### config.mk
export PLATFORM = sky130hd
export DESIGN_NAME = nv_ram_fifo_ctrl_256x64
export DESIGN_NICKNAME = d
export VERILOG_FILES = /design/src/rtl/nv_ram_fifo_ctrl_256x64.sv
export SDC_FILE = /design/constraint.sdc
export NUM_CORES = 1
export LEC_CHECK = 0
export BUFFER_PORTS_ARGS = -buffer_cell sky130_fd_sc_hd__buf_2
export CORE_AREA = 2 2 139 141
export CTS_CLUSTER_DIAMETER = 30
export CTS_CLUSTER_SIZE = 28
export DETAILED_ROUTE_END_ITERATION = 16
export DIE_AREA = 0 0 141 143
export GPL_ROUTABILITY_DRIVEN = 0
export GPL_TIMING_DRIVEN = 0
export PLACE_DENSITY = 0.84
export SYNTH_ARGS = -nofsm -noshare
export SYNTH_HDL_FRONTEND = slang
export SYNTH_SLANG_ARGS = --single-unit
export TNS_END_PERCENT = 50
### constraint.sdc
create_clock -name clk -period 8.1 [get_ports clk]
set_input_delay 1.62 -clock clk [delete_from_list [all_inputs] [get_ports clk]]
set_output_delay 1.62 -clock clk [all_outputs]
set_load 0.005 [all_outputs]
### src/rtl/nv_ram_fifo_ctrl_256x64.sv
// Valid/ready FIFO controller wrapping an external 256x64 two-port RAM with a 2-entry output buffer.
// Push-to-rd_pvld latency 3 cycles; wr_prdy depends only on registered RAM occupancy, never on rd_prdy.
module nv_ram_fifo_ctrl_256x64 #(
  parameter int ASSERT_ON = 1
) (
  input  logic        clk,
  input  logic        rst,
  input  logic        wr_pvld,
  output logic        wr_prdy,
  input  logic [63:0] wr_pd,
  output logic        rd_pvld,
  input  logic        rd_prdy,
  output logic [63:0] rd_pd,
  output logic        ram_we,
  output logic [7:0]  ram_wa,
  output logic [63:0] ram_di,
  output logic        ram_re,
  output logic [7:0]  ram_ra,
  input  logic [63:0] ram_dout,
  input  logic [31:0] pwrbus_ram_pd_in,
  output logic [31:0] pwrbus_ram_pd,
  output logic [9:0]  fifo_count,
  output logic        idle
);

  logic [7:0]  wr_ptr_q, wr_ptr_d;
  logic [7:0]  rd_ptr_q, rd_ptr_d;
  logic [8:0]  ram_cnt_q, ram_cnt_d;
  logic        inflight_q;
  logic [1:0]  ob_cnt_q, ob_cnt_d;
  logic [63:0] ob0_q, ob0_d;
  logic [63:0] ob1_q, ob1_d;
  logic [9:0]  fifo_count_q, fifo_count_d;

  logic        push;
  logic        pop;
  logic        rd_issue;
  logic [1:0]  ob_after_pop;

  assign pwrbus_ram_pd = pwrbus_ram_pd_in;

  // Visible outputs are forced to their reset values while rst is high so they are
  // clean from the first reset cycle, not only after the first reset edge.
  assign wr_prdy    = ~rst & ~ram_cnt_q[8];
  assign rd_pvld    = ~rst & (ob_cnt_q != 2'd0);
  assign rd_pd      = rst ? 64'd0 : ob0_q;
  assign fifo_count = rst ? 10'd0 : fifo_count_q;
  assign idle       = rst | (fifo_count_q == 10'd0);

  assign push = wr_pvld & wr_prdy;
  assign pop  = rd_pvld & rd_prdy;

  // A read may issue only if its data will find a free buffer slot once the
  // current pop and the word already in flight are accounted for.
  assign ob_after_pop = ob_cnt_q - {1'b0, pop};
  assign rd_issue     = ~rst & (ram_cnt_q != 9'd0)
                      & (({1'b0, ob_after_pop} + {2'b00, inflight_q}) < 3'd2);

  assign ram_we = push;
  assign ram_wa = wr_ptr_q;
  assign ram_di = wr_pd;
  assign ram_re = rd_issue;
  assign ram_ra = rd_ptr_q;

  always_comb begin
    wr_ptr_d = push     ? wr_ptr_q + 8'd1 : wr_ptr_q;
    rd_ptr_d = rd_issue ? rd_ptr_q + 8'd1 : rd_ptr_q;

    ram_cnt_d = ram_cnt_q;
    case ({push, rd_issue})
      2'b10:   ram_cnt_d = ram_cnt_q + 9'd1;
      2'b01:   ram_cnt_d = ram_cnt_q - 9'd1;
      default: ram_cnt_d = ram_cnt_q;
    endcase

    ob_cnt_d = ob_cnt_q;
    case ({inflight_q, pop})
      2'b10:   ob_cnt_d = ob_cnt_q + 2'd1;
      2'b01:   ob_cnt_d = ob_cnt_q - 2'd1;
      default: ob_cnt_d = ob_cnt_q;
    endcase

    // Head is always ob0; a pop shifts, and the captured word lands behind whatever remains.
    ob0_d = ob0_q;
    ob1_d = ob1_q;
    if (pop) begin
      ob0_d = ob1_q;
    end
    if (inflight_q) begin
      if (ob_after_pop == 2'd0) begin
        ob0_d = ram_dout;
      end else begin
        ob1_d = ram_dout;
      end
    end

    fifo_count_d = {1'b0, ram_cnt_d} + {9'd0, rd_issue} + {8'd0, ob_cnt_d};
  end

  always_ff @(posedge clk) begin
    if (rst) begin
      wr_ptr_q     <= 8'd0;
      rd_ptr_q     <= 8'd0;
      ram_cnt_q    <= 9'd0;
      inflight_q   <= 1'b0;
      ob_cnt_q     <= 2'd0;
      ob0_q        <= 64'd0;
      ob1_q        <= 64'd0;
      fifo_count_q <= 10'd0;
    end else begin
      wr_ptr_q     <= wr_ptr_d;
      rd_ptr_q     <= rd_ptr_d;
      ram_cnt_q    <= ram_cnt_d;
      inflight_q   <= rd_issue;
      ob_cnt_q     <= ob_cnt_d;
      ob0_q        <= ob0_d;
      ob1_q        <= ob1_d;
      fifo_count_q <= fifo_count_d;
    end
  end

  generate
    if (ASSERT_ON != 0) begin : g_assert
      a_no_same_addr_rw: assert property (@(posedge clk) !(ram_we && ram_re && (ram_wa == ram_ra)));
      a_no_ram_in_rst:   assert property (@(posedge clk) rst |-> !(ram_we || ram_re));
    end
  endgenerate

endmodule

After elaboration in Yosys (flattened, before gate mapping)
Cells that the tools add are included.

Add/sub/neg operators: 10. Order comparisons: 1. Equality and inequality tests: 4. Multiplexer cells: 7. Bitwise logic cells: 10. Reductions and logical operators: 5.

Operators with widths (number): $mux W64 (4); $pmux W9 S2 (1); $add A8 B1 Y8 const B (2); $add A10 B2 Y10 (1); $add A9 B1 Y10 (1); $logic_not A10 Y1 (1); $mux W10 (1); $add A9 B1 Y9 const B (1); $reduce_bool A9 Y1 (1); $sub A9 B1 Y9 const B (1); $and A1 B1 Y1 (6); $eq A2 B1 Y1 const B (2); $eq A2 B2 Y1 const B (2); $pmux W2 S2 (1); $add A2 B1 Y3 (1); $lt A3 B2 Y1 const B (1); $not A1 Y1 (3); $add A2 B1 Y2 const B (1); $logic_not A2 Y1 (1); $reduce_and A2 Y1 (1); $reduce_bool A2 Y1 (1); $sub A2 B1 Y2 (1); $sub A2 B1 Y2 const B (1); $or A1 B1 Y1 (1).

Register bits after elaboration: 166. Bits of input ports: 164. Output and inout bits: 191. Logic and storage cells: 45.

Logic depth before layout (Yosys ltp)
Depth after elaboration: 11. Depth in mapped cells: 20.

Worst setup path after synthesis
No wires, ideal clock.

Kind: input to register. Start: in rst. End: reg fifo_count_q[8]. Data arrival time: 6.026 ns. Data required time: 7.972 ns. Setup slack: 1.946 ns. Cell stages on the path: 20. Buffers on the path: 3. Path through: buf_4 > nor2_1 > nand2_1 > inv_1 > clkbuf_1 > ha_1 > nand2b_1 > nand3_1 > nor2_1 > ha_1 > clkbuf_1 > xnor2_1 > ha_1 > a31o_2 > inv_1 > fa_1 > or4_4 > or4b_1 > xnor2_1 > nor2_1.

Cells in the longest elaborated chain, start to end: 11. Elaborated cells between the ends (all ways): 18. Those cells by class: add/sub (4); order compare (1); eq/ne (4); mux (2); bitwise (7).

Ends and longest elaborated chain: start, declared (line 7) `input logic rst,`; $not A1 Y1 (*) (line 45) `assign rd_pvld = ~rst & (ob_cnt_q != 2'd0);`; $and A1 B1 Y1 (*) (line 45); named net rd_pvld (line 11) `output logic rd_pvld,`; $and A1 B1 Y1 (*) (line 51) `assign pop = rd_pvld & rd_prdy;`; $sub A2 B1 Y2 (*) (line 55) `assign ob_after_pop = ob_cnt_q - {1'b0, pop};`; $add A2 B1 Y3 (*) (line 57) `& (({1'b0, ob_after_pop} + {2'b00, inflight_q}) < 3'd2);`; $lt A3 B2 Y1 (*) (line 57); $and A1 B1 Y1 (*) (line 57); $eq A2 B1 Y1 / $eq A2 B2 Y1 (equally long branches) (line 70) `case ({push, rd_issue})`; $pmux W9 S2 (*) (line 70); named net ram_cnt_d[0] (line 28) `logic [8:0] ram_cnt_q, ram_cnt_d;`; $add A9 B1 Y10 (*) (line 97) `fifo_count_d = {1'b0, ram_cnt_d} + {9'd0, rd_issue} + {8'd0, ob_cnt_d};`; $add A10 B2 Y10 (*) (line 97); end signal, assigned (line 118) `fifo_count_q <= fifo_count_d;`; end, declared (line 33) `logic [9:0] fifo_count_q, fifo_count_d;`.

Mark *: on every way through the listed nets, which the timed path passes. The rest lies on a longest branch. A chain may end at the register's enable or synchronous reset.

Final worst setup path
Start: in rst. End: reg fifo_count_q[8].

Cells in the longest elaborated chain, start to end: 11. Elaborated cells between the ends (all ways): 18. Those cells by class: add/sub (4); order compare (1); eq/ne (4); mux (2); bitwise (7).

Ends and longest elaborated chain (line): $not A1 Y1 (*) (44, 45, 56); $and A1 B1 Y1 (45); $and A1 B1 Y1 (51); $sub A2 B1 Y2 (55); $add A2 B1 Y3 (57); $lt A3 B2 Y1 (57); $and A1 B1 Y1 (57); $eq A2 B1 Y1 / $eq A2 B2 Y1 (equally long branches) (70); $pmux W9 S2 (*) (70); named net ram_cnt_d[0] (28); $add A9 B1 Y10 (*) (97); $add A10 B2 Y10 (*) (97).

Marked as above.

==> impl_metrics.ini <==
[clock_network]
cts_buffer_depth = 2
clk_pin_slew_ns = 0.06
clock_sinks = 166
hold_buffers = 0
postCtsSetupRepairBufs = 0
root_buffer = clkbuf_16
post_cts_resized = 0
cts_buffers = 17
h-tree-depth = 4
cts_tree = built
insertion_delay_ns = 0.42

[synthesis]
ys_ff_latch = 166
synth_compound_area_share_pct = 14.8
synth_top_family_by_area = simple AND/OR/NAND/NOR gates
synth_mux_area_share_pct = 0.489
synthXorXnorAreaFrac_pct = 3.44
synth_edf_count = 0
yosysWarnings = 0
synth_top_area_share_pct = 39.3
yosys.area_share.simple_pct = 27.9
synth_area_leader_cell = dfxtp_1
netlist_area_um2 = 8450
async_reset_ff_share_pct = 0
syn-num-nets = 1273
dominantRegCellSynth = dfxtp_1
ys_seq_area_share_pct = 39.3
syn_inst = 1100
synth.distinct_cells = 61
avgSynthCellArea_um2 = 7.68
synthTopCellsByArea = dfxtp_1 (39%), nand2_1 (12%), buf_4 (8.8%)
synth_fa_ha_area_share_pct = 1.42

[hold_path]
hp-class = reg2reg
hold_depth = 2

[placement]
place_ws_ns = 1.16
portBuffers = 257
dp.final_hpwl_um = 18100

[die]
ioPinCount = 355
coreArea_um2 = 18600
die_h_um = 143
die_w_um = 141
rows = 50
die_area_um2 = 20200
start_util_pct = 45.5

[timing]
max_freq_mhz = 152
finClkSkew_ns = 0.00842
post-route-period-util_pct = 81.3
fin_setup_tns_ns = 0
rsz0062_at_grt = no
hold_viol = 0
fin_crit_ns = 6.59
drv_slew = 0
tightestPinTransition_ns = 1.13
setup_ws_ns = 1.51
setup_viol = 0
slew_headroom_pct = 24.3

[worst_setup_path]
crit_arrival_ns = 6.88
worst-path-stages = 20
worstPathRequired_ns = 8.39
cpLargestDelayFamily = simple AND/OR/NAND/NOR gates
path_class = in2reg
path_cells = buf_4, nor2_1, nand2_1, inv_1, clkbuf_1, ha_1, nand2b_1, nand3_1, nor2_1, ha_1, clkbuf_1, xnor2_1, ha_1, a31o_2, inv_1, fa_1, or4_4, or4b_1, xnor2_1, nor2_1
cp-start-kind = primary input
critical_path.max_fanout = 11
r2r_cells = 20
slowest_delay_ns = 0.57
cpMaxStageDelayCell = or4_4
crit_path_end_kind = flip-flop
path_buf_inv = 5

[power_and_ir_drop]
powerDensity_nw_per_um2 = 291
peakVddDrop_mv = 0.197
p_leak_nw = 4.50

[routing]
ant_nets = 0
first_pass_iters = 6
avgRoutedWirePerCell_um = 14.9
via_per_inst = 5.24
drtIter0Drc = 674
drt-total-wl_um = 24200
routed-via-count = 8509
drc_errors = 0

[global_route]
grt_max_degree = 17
grt_pass1_wl_um = 37100
grt_usage_pct = 22.8
antenna_found_initial = 2
first_global_vias = 7679
gr-total-overflow = 0

[final_layout]
final_nets = 1549
drive_above_1_share_pct = 28.9
syn2layout_area_growth_pct = 25.8

[run]
maxCapViolCount = 0

[outcome]
status = finished, final reports clean
## report_power, final
group	internal, W	total [W]	switching, W	leakage, nW
Sequential	0.00101	0.00111	0.000107	1.35
Clock	0.000451	0.000803	0.000352	0.287
Combinational	0.000477	0.00118	0.000699	2.87
Total	0.00193	0.00309	0.00116	4.50
## state kept, by name (all words and copies together), names as in the netlist
signal and cells:
ob0_q 64, ob_cnt_q 2, inflight_q 1, ram_ra 8
fifo_count_q 10, ram_cnt_q 9, ob1_q 64, ram_wa 8
## tightest hold or removal path: cells and delay by family, from the launching register on
kind / cells / cell delay, ns
flops: 1 / 0.31
simple gates: 1 / 0.05
compound gates: 1 / 0.05
## routing by layer
metal | global-route usage, % | part of all wire, % | vias to the layer above
met4 | 10.7 | 3.9 | 0
met2 | 38.5 | 47 | 455
met3 | 3.96 | 7.3 | 66
met1 | 28.5 | 42 | 3839
li1 | - | - | 4149
met5 | 0 | 0 | -
## cells in the mapped netlist (2+ instances only)
master     number
a2111oi_0       2
a21oi_1        75
a221oi_1        2
a311oi_1       64
a31oi_1         3
a41oi_1         4
and2_1          5
and3_1          5
buf_1           7
buf_2           3
buf_4          99
clkbuf_1       63
dfxtp_1       166
ha_1            8
inv_1          14
mux2i_1         3
nand2_1       273
nand2b_1        3
nand3_1        16
nand4_1         5
nor2_1        114
nor2b_1        75
nor3_1          8
nor4_1          2
o211ai_1        3
o21ai_0         7
o311ai_0        2
o31ai_1         2
o41ai_1         2
or3_1           2
or4_1           3
or4_4           2
or4b_1          2
xnor2_1        15
xor2_1         15
## path summary, 6_finish.rpt
| kind | startpoint | end | slack (ns) |
|---|---|---|---|
| setup reg to reg | ob_cnt_q[1]$_SDFF_PP0_ | fifo_count_q[8]$_SDFF_PP0_ | 2.20 |
| setup / recovery | rst | fifo_count_q[8]$_SDFF_PP0_ | 1.51 |
| hold reg to reg | ob1_q[32]$_SDFFE_PP0P_ | ob1_q[32]$_SDFFE_PP0P_ | 0.46 |
| hold / removal | ob1_q[32]$_SDFFE_PP0P_ | ob1_q[32]$_SDFFE_PP0P_ | 0.46 |
## cell type report
| cell class | count | area (µm²) |
|---|---|---|
| tap | 234 | 293 |
| multi-input combinational | 748 | 4050 |
| fill | 1706 | 7960 |
| antenna | 2 | 5.00 |
| timing repair buffer | 257 | 1290 |
| clock inverter | 12 | 135 |
| sequential | 166 | 3320 |
| buffer | 172 | 1020 |
| clock buffer | 20 | 457 |
| inverter | 14 | 52.6 |
## cells in the final DEF, fill, tap and decap left out, types with 8 or more instances in the layout
cell and n:
a21oi_1 75, buf_4 99, inv_1 14, ha_1 8
buf_2 260, nor3_1 8, nand3_1 16, xnor2_1 15
clkbuf_16 17, xor2_1 15, dfxtp_1 166, clkbuf_1 64
nand2_1 273, nor2_1 114, a311oi_1 64, nor2b_1 75
## through the flow
step           instance area, µm²  hold WS, ns  util, %  power [W]  cells
2_1_floorplan                8450        0.437        -    0.00191   1100
3_3_place_gp                10000        0.441     54.0    0.00224   1591
3_5_place_dp                10000        0.447     54.0    0.00228   1591
4_1_cts                     10600        0.456     57.2    0.00309   1623
5_1_grt                     10600        0.472     57.2    0.00329   1625
6_report                    10600        0.455     57.2    0.00309   1625
## logic make-up (layout without fill, tap and decap cells)
group                      after synthesis  in the layout
muxes                                    4              4
adders and majority gates                9              9
AOI/OAI and AO/OA                      179            179
xor gates and xnor gates                31             31
other                                    0              2
DFF                                    166            166
and+or+nand+nor                        525            525
buffers and inverters                  186            475
Power figures use the tool's default switching activity.
